### src/rtl/dds_pkg.sv
// Shared definitions for the DDS sweep sequencer: FSM states, half-word
// select encodings and default counter widths.
package dds_pkg;

   localparam int GAP_W_DEF   = 8;
   localparam int DWELL_W_DEF = 16;
   localparam int CNT_W_DEF   = 10;

   // choice output encoding toward the config stage
   localparam logic CHOICE_HI = 1'b1;
   localparam logic CHOICE_LO = 1'b0;

   typedef enum logic [2:0] {
      IDLE   = 3'd0,
      LD_HI  = 3'd1,
      GAP_HI = 3'd2,
      LD_LO  = 3'd3,
      GAP_LO = 3'd4,
      DWELL  = 3'd5,
      FIN    = 3'd6
   } state_t;

endpackage

### src/rtl/dds_dncount.sv
// Loadable down-counter with a zero flag. Load has priority over
// decrement, and decrement saturates at zero.
module dds_dncount #(
   parameter int W = 8
) (
   input  logic         clk,
   input  logic         reset,
   input  logic         load,
   input  logic         en,
   input  logic [W-1:0] value,
   output logic [W-1:0] count,
   output logic         zero
);

   // count register: load wins, otherwise count down toward zero
   always_ff @(posedge clk or negedge reset) begin
      if (!reset)
         count <= '0;
      else if (load)
         count <= value;
      else if (en && (count != '0))
         count <= count - 1'b1;
   end

   assign zero = (count == '0);

endmodule

### src/rtl/dds_sweep_seq.sv
// Frequency-sweep sequencer. Each 32-bit tuning word is sent as a high half
// and then a low half. Each half gets a one-cycle load strobe followed by a
// guard interval. Each point is held for a dwell time before the next word.
module dds_sweep_seq
   import dds_pkg::*;
#(
   parameter int GAP_W   = GAP_W_DEF,
   parameter int DWELL_W = DWELL_W_DEF,
   parameter int CNT_W   = CNT_W_DEF
) (
   input  logic               clk,
   input  logic               reset,
   input  logic               start,
   input  logic               abort,
   input  logic [31:0]        fstart,
   input  logic [31:0]        fstep,
   input  logic [CNT_W-1:0]   npoints,
   input  logic [GAP_W-1:0]   gap,
   input  logic [DWELL_W-1:0] dwell,
   output logic [15:0]        datain,
   output logic               choice,
   output logic               load,
   output logic               busy,
   output logic               point_tick,
   output logic               done
);

   state_t             state;
   logic [31:0]        word;
   logic [31:0]        step_r;
   logic [CNT_W-1:0]   pts;
   logic [GAP_W-1:0]   gap_r;
   logic [DWELL_W-1:0] dwell_r;
   logic               abort_pend;

   logic [31:0]        nxt_word;
   logic [GAP_W-1:0]   g_ld_val;
   logic [DWELL_W-1:0] d_ld_val;
   logic [GAP_W-1:0]   g_count;
   logic [DWELL_W-1:0] d_count;
   logic               g_zero;
   logic               d_zero;
   logic               g_load;
   logic               g_en;
   logic               d_load;
   logic               d_en;

   // Modulo-2^32 step. A downward sweep through zero wraps silently.
   assign nxt_word = word + step_r;

   // Counters are loaded with length-1 and the phase ends on the zero cycle,
   // so a phase lasts max(len,1) cycles. A length of 0 behaves like 1.
   assign g_ld_val = (gap_r   == '0) ? '0 : gap_r   - 1'b1;
   assign d_ld_val = (dwell_r == '0) ? '0 : dwell_r - 1'b1;

   assign g_load = (state == LD_HI) || (state == LD_LO);
   assign g_en   = (state == GAP_HI) || (state == GAP_LO);
   assign d_load = (state == GAP_LO) && g_zero;
   assign d_en   = (state == DWELL);

   dds_dncount #(.W(GAP_W)) u_guard (
      .clk   (clk),
      .reset (reset),
      .load  (g_load),
      .en    (g_en),
      .value (g_ld_val),
      .count (g_count),
      .zero  (g_zero)
   );

   dds_dncount #(.W(DWELL_W)) u_dwell (
      .clk   (clk),
      .reset (reset),
      .load  (d_load),
      .en    (d_en),
      .value (d_ld_val),
      .count (d_count),
      .zero  (d_zero)
   );

   // Sweep FSM. All outputs are registered and change together with the state.
   always_ff @(posedge clk or negedge reset) begin
      if (!reset) begin
         state      <= IDLE;
         word       <= '0;
         step_r     <= '0;
         pts        <= '0;
         gap_r      <= '0;
         dwell_r    <= '0;
         abort_pend <= 1'b0;
         datain     <= '0;
         choice     <= 1'b0;
         load       <= 1'b0;
         busy       <= 1'b0;
         point_tick <= 1'b0;
         done       <= 1'b0;
      end else begin
         load       <= 1'b0;
         point_tick <= 1'b0;
         done       <= 1'b0;
         case (state)
            IDLE: begin
               // abort is ignored here, and start wins over abort
               if (start) begin
                  word       <= fstart;
                  step_r     <= fstep;
                  gap_r      <= gap;
                  dwell_r    <= dwell;
                  pts        <= (npoints == '0) ? CNT_W'(1) : npoints;
                  abort_pend <= 1'b0;
                  datain     <= fstart[31:16];
                  choice     <= CHOICE_HI;
                  load       <= 1'b1;
                  busy       <= 1'b1;
                  state      <= LD_HI;
               end
            end
            LD_HI: state <= GAP_HI;
            GAP_HI: begin
               if (g_zero) begin
                  // An abort here is deferred so the low half still goes out
                  // and the DDS never holds a mixed word.
                  if (abort) abort_pend <= 1'b1;
                  datain     <= word[15:0];
                  choice     <= CHOICE_LO;
                  load       <= 1'b1;
                  point_tick <= 1'b1;
                  state      <= LD_LO;
               end
            end
            LD_LO: state <= GAP_LO;
            GAP_LO: begin
               if (g_zero) begin
                  if (abort || abort_pend) begin
                     done  <= 1'b1;
                     state <= FIN;
                  end else begin
                     state <= DWELL;
                  end
               end
            end
            DWELL: begin
               if (d_zero) begin
                  if (abort || (pts == CNT_W'(1))) begin
                     done  <= 1'b1;
                     state <= FIN;
                  end else begin
                     pts    <= pts - 1'b1;
                     word   <= nxt_word;
                     datain <= nxt_word[31:16];
                     choice <= CHOICE_HI;
                     load   <= 1'b1;
                     state  <= LD_HI;
                  end
               end
            end
            FIN: begin
               busy  <= 1'b0;
               state <= IDLE;
            end
            default: state <= IDLE;
         endcase
      end
   end

endmodule

### config.mk
export PLATFORM = sky130hd
export DESIGN_NAME = dds_sweep_seq
export DESIGN_NICKNAME = d
export VERILOG_FILES = /design/src/rtl/dds_pkg.sv /design/src/rtl/dds_dncount.sv /design/src/rtl/dds_sweep_seq.sv
export SDC_FILE = /design/constraint.sdc
export NUM_CORES = 1
export LEC_CHECK = 0
export ABC_AREA = 1
export CORE_MARGIN = 4
export CORE_UTILIZATION = 51
export DETAILED_ROUTE_END_ITERATION = 10
export PLACE_DENSITY_LB_ADDON = 0.05
export SLEW_MARGIN = 5
export SYNTH_ARGS = -nofsm -noshare
export SYNTH_HDL_FRONTEND = slang
export SYNTH_SLANG_ARGS = --single-unit
### constraint.sdc
create_clock -name clk -period 2.4 [get_ports clk]
set_input_delay 0.48 -clock clk [delete_from_list [all_inputs] [get_ports clk]]
set_output_delay 0.48 -clock clk [all_outputs]
set_load 0.02 [all_outputs]
# Yosys cells after proc, flatten, opt, wreduce, memory -nomap -nowiden
# Index checks and enable logic that the tools add are counted.
# totals
out_inout_bits,21
elab_cells,109
regBits,147
in_bits,102
# op_classes
n_addsub,6
muxes,48
reduce_logical,27
eq_ne,13
# ops
operator,count
16-bit two-way mux,7
32-bit two-way mux,3
32-bit case mux with 2 select lines,1
16-bit case mux with 3 select lines,1
10-bit two-way mux,4
32-bit adder,1
16-bit zero test,2
16-bit by 1-bit subtractor with 16-bit output (second input constant),2
8-bit two-way mux,3
10-bit case mux with 2 select lines,1
3-bit case mux with 6 select lines,1
8-bit zero test,2
1-bit two-way mux,16
16-bit nonzero test,1
8-bit by 1-bit subtractor with 8-bit output (second input constant),2
3-bit two-way mux,5
2-bit inequality test (second input constant),6
4-bit AND reduction,3
10-bit by 1-bit == test with 1-bit output (second input constant),1
10-bit zero test,1
2-bit nonzero test,5
10-bit by 1-bit subtractor with 10-bit output (second input constant),1
3-bit == test (second input constant),3
8-bit nonzero test,1
11 further kinds,21

# Logic depth before layout (Yosys ltp)
# depth
ltp_word,5
depth_mapped,14
ltp_nobuf,14

# Hierarchy
# A second synthesis with hierarchy kept.
# hier_totals
cells_unflattened,1527
area_unflattened_um2,10237.3
# modules_own_cells
module,seq_area_each_um2,cells_per_inst,area_each_um2,instances
dds_sweep_seq,3078.0,1251,8385.5,1
dds_dncount at u_dwell,400.4,183,1255.0,1
dds_dncount at u_guard,200.2,93,596.8,1

# Worst setup path after synthesis
# Ideal clock, no wire load.
# synth_timing
path_kind,register -> register
from,reg word[0]
to,reg word[8]
t_arrival_ns,1.865
path_buffers,0
slack_ns,0.409
period_less_slack_ns,1.991
setup_time_ns,0.126
required_time_ns,2.274
path_stages_with_launch,12
path_cell_list,dfrtp_1 ha_1 fa_1 nand3_1 nand3_1 nand2_1 nand2_1 or2_2 nand3_1 nand2_1 nand2_1 o21ai_0
# synth_between
elab_chain_cells,4
# synth_rtl
element,line_no,text
"start, declared",dds_sweep_seq.sv:29,logic [31:0] word;
"start signal, assigned",dds_sweep_seq.sv:105,word <= fstart;
"start signal, assigned",dds_sweep_seq.sv:149,word <= nxt_word;
32-bit adder,dds_sweep_seq.sv:49,assign nxt_word = word + step_r;
32-bit two-way mux,dds_sweep_seq.sv:144,if (abort || (pts == CNT_W'(1))) begin
32-bit two-way mux,dds_sweep_seq.sv:143,if (d_zero) begin
32-bit case mux with 2 select lines,dds_sweep_seq.sv:101,case (state)
# Every way passes these cells. The select of a mux whose other input is x is not followed.
# A chain may end at the register's enable or synchronous reset.

# Worst setup path in the final report
# layout_timing
from,reg word[6]
to,reg datain[15]
# layout_between
elab_chain_cells,4
# layout_rtl
element,line_no,text
32-bit adder,dds_sweep_seq.sv:49,
16-bit two-way mux,dds_sweep_seq.sv:144,
16-bit two-way mux,dds_sweep_seq.sv:143,
16-bit case mux with 3 select lines,dds_sweep_seq.sv:101,
"end signal, assigned",dds_sweep_seq.sv:111,datain <= fstart[31:16];
"end signal, assigned",dds_sweep_seq.sv:124,datain <= word[15:0];
"end signal, assigned",dds_sweep_seq.sv:150,datain <= nxt_word[31:16];
"end, declared",dds_sweep_seq.sv:20,"output logic [15:0] datain,"
# Every way passes these cells. The select of a mux whose other input is x is not followed.

==> summary.txt <==
Outcome
  • Status: completed

Worst setup path
  • Worst setup SP type: flop
  • Slowest stage delay, CP: 0.41 ns
  • Worst R2R Path Depth: 12
  • CP dominant cell by count: nand2_1
  • Critical path cell sequence: ha_1 > nand2_1 > inv_1 > a21oi_1 > nand2_1 > nand2_1 > nand2_1 > nand2_1 > nand2_1 > nand2_1 > nand3_1 > a21oi_1
  • Flop-to-flop setup slack: 0.19 ns
  • Crit Reg-Reg Startpoint: word[6]
  • Critical-path maximum fanout: 5
  • Worst path arrival time: 2.56 ns
  • Critical path's slowest cell: dfrtp_1
  • Critical R2R Capture: datain[15]
  • CP Capture Type: flop
  • Crit path required time: 2.75 ns
  • Crit path kind: reg2reg

Min path
  • Worst hold path class: reg2reg
  • WHS Path Cells: 2
  • Hold Path Sink: step_r[8]
  • Hold wc startpoint: step_r[8]

Synth
  • Post-Syn Area per Cell: 6.68 sq um
  • Synth Instances: 1,493
  • Post-synth EDFFs: 0
  • Mapped Area: 9980 sq um
  • Synthesized flop and latch total: 147
  • Syn. warnings: 0
  • Synthesized Nets: 1,633
  • Main flop type after synthesis: dfrtp_1
  • Register area share after synthesis: 0.369
  • Synth cell types: 46
  • Async set-reset flop share out of synthesis: 1.00

Flow run
  • Max_cap viols: 0

Finish
  • Multi-input gate area: 5370 sq um
  • Fillers: 1,760
  • Final core occ: 0.641
  • FF/Latch Area: 3680 sq um
  • N_diodes: 0
  • Layout area overhead: 21.8%
  • Final nets: 1,754
  • Non-filler cells, final: 1,887
  • Layout cells sized above 1: 0.0621

Global routing
  • Pin count of the biggest net entering global routing: 54
  • First-pass GRT wire length: 46,200 um
  • Initial antenna violation count: 1
  • Global Route Usage Sum: 0.265
  • Total gr overflow: 0
  • Number of global-route vias before repair: 9,250

Die
  • Core Region: 19,000 sq um
  • Die width: 148 um
  • Die H: 148 um
  • Die area: 21,900 sq um
  • Initial Utilization: 0.526
  • Ports: 123
  • FP Rows: 50

STA
  • Final period util: 0.921
  • Worst clock skew: 0.0122 ns
  • Worst slew pin tran: 0.799 ns
  • Final Hold Viols: 0
  • Slew headroom: 0.467
  • RSZ-0062 raised after global routing: false
  • Final setup fails: 0
  • Setup TNS: 0 ns
  • Fmax achieved: 452 MHz
  • Minimum clock period: 2.21 ns
  • Slew Viols, Final: 0

Route
  • Vias: 9,724
  • Met3 WL: 1660 um
  • TritonRoute pass-1 iters: 5
  • Post-route ant nets: 0
  • Met2 wire length: 13,700 um
  • Final wirelength: 28,700 um
  • Vias per cell: 5.15
  • Top Metal Used: met5
  • DRC viols: 0
  • DRT met1 WL: 12,400 um
  • DR WL/cell: 15.2 um
  • Initial DRC Count: 672

Power
  • Pwr/cell area: 1480 nW/um^2
  • Worst vdd ir: 0.632 mV
  • Static leakage: 6.20 nW

Clock tree
  • Htree depth: 4
  • Clk Latency, worst-skew pair: 0.44 ns
  • Root buf cell: clkbuf_16
  • TritonCTS clock tree: done
  • Num CTS Buffers: 17
  • Clock Path Buffers: 2
  • Clock Sinks: 147
  • Clock transition at path regs: 0.07 ns
  • # Post-CTS Setup Buffers: 0

Place
  • Dpl cells: 1,854
  • Post-DP HPWL: 21,600 um
  • Buffers on Ports: 122
  • Final GP Congestion: 0.975
Yosys cell counts, types with 6 or more instances:
cell type	count	area [sq um]
ha_1	37	463
inv_2	11	41.3
nor3_1	12	60.1
nor2_1	151	567
o211ai_1	7	52.6
o21ai_0	92	460
xor2_1	26	228
nand2_1	535	2010
buf_2	8	40.0
inv_1	182	683
a21oi_1	68	340
a21oi_2	8	70.1
dfrtp_1	147	3680
clkbuf_1	24	90.1
o22ai_1	6	37.5
nand3_1	99	495
nand4_1	8	50.1
or2_2	9	56.3
xnor2_1	14	123
cell usage in the layout (no fill, tap or decap), types with 4 or more instances in the layout:
| cell | Yosys | layout |
|---|---|---|
| nand2_1 | 535 | 534 |
| inv_1 | 182 | 182 |
| nor2_1 | 151 | 151 |
| dfrtp_1 | 147 | 147 |
| clkdlybuf4s50_1 | 0 | 121 |
| nand3_1 | 99 | 98 |
| o21ai_0 | 92 | 92 |
| a21oi_1 | 68 | 68 |
| ha_1 | 37 | 36 |
| xor2_1 | 26 | 26 |
| clkbuf_16 | 0 | 17 |
| xnor2_1 | 14 | 14 |
| buf_4 | 3 | 14 |
| nor3_1 | 12 | 12 |
| inv_2 | 11 | 11 |
| or2_2 | 9 | 9 |
| nand4_1 | 8 | 8 |
| a21oi_2 | 8 | 8 |
| o211ai_1 | 7 | 7 |
| o22ai_1 | 6 | 6 |
| a31oi_1 | 5 | 5 |
| buf_12 | 1 | 5 |
| nor2_4 | 3 | 4 |
| nor2_2 | 5 | 4 |
| nand2_2 | 3 | 4 |
| inv_6 | 1 | 4 |
sequential cells by signal, indices dropped and copies added (netlist names):
signal	cells
u_guard.count	8
word	32
load	1
state	3
point_tick	1
dwell_r	16
abort_pend	1
busy	1
done	1
u_dwell.count	16
choice	1
datain	16
gap_r	8
pts	10
step_r	32
critical path, delay by kind of cell (launching register included):
kind	cells	cell delay, ns
and+or+nand+nor	8	0.94
AOI/OAI and AO/OA	2	0.31
adders and majority gates	1	0.38
buffers and inverters	1	0.07
DFF	1	0.41
worst max-delay path by stage:
stage | from | to | slack (ns) | cells past startpoint
floorplan | word[0] | word[8] | 0.41 | 11
global placement | dwell_r[0] | u_dwell.count[6] | 0.27 | 8
detailed placement | dwell_r[0] | u_dwell.count[6] | 0.17 | 8
CTS | dwell_r[0] | u_dwell.count[6] | 0.11 | 8
global route | word[6] | datain[15] | 0.03 | 12
finish | word[6] | datain[15] | 0.19 | 12
layer usage:
layer	GRT usage	up-vias
met5	0	-
met4	0.0938	2
met3	0.0533	47
met2	0.448	277
met1	0.341	4456
li1	-	4942
logic make-up after synthesis:
logic type      Yosys count  share of synthesized area
mux                       2                    0.00213
fa+ha+maj                38                     0.0484
compound gates          197                      0.109
buf+inv                 234                     0.0947
xor+xnor                 40                     0.0351
simple gates            835                      0.342
flops                   147                      0.369
power breakdown:
| group | switching (mW) | internal [mW] |
|---|---|---|
| sequential | 1.01 | 3.68 |
| combinational | 6.62 | 3.84 |
| clock | 1.15 | 1.65 |
| total | 8.78 | 9.18 |
repair_timing:
item                                   in CTS  in global routing
resized for setup                           0                  4
setup endpoints to repair                   0                 11
endpoints found under the hold margin      17                  0
hold buffers                                1                  0
layout make-up:
class / count / share of cell area
clock buffer: 18 / 0.0353
inverter: 194 / 0.0603
timing repair buffer: 142 / 0.118
sequential: 147 / 0.303
tap: 260 / 0.0268
multi-input combinational: 1112 / 0.442
clock inverter: 14 / 0.0146
per-stage QoR:
| step | setup WS [ns] | total power [mW] | instance area [sq um] | hold slack, ns |
|---|---|---|---|---|
| CTS | 0.113 | 17.9 | 12100 | 0.485 |
| global route | 0.0318 | 19.7 | 12200 | 0.515 |
| detailed placement | 0.172 | 15.0 | 11500 | 0.446 |
| global placement | 0.265 | 14.9 | 11500 | 0.444 |
| finish | 0.189 | 18.0 | 12200 | 0.484 |
| floorplan | 0.409 | 12.1 | 9980 | 0.184 |
(Power assumes the default switching activity.)
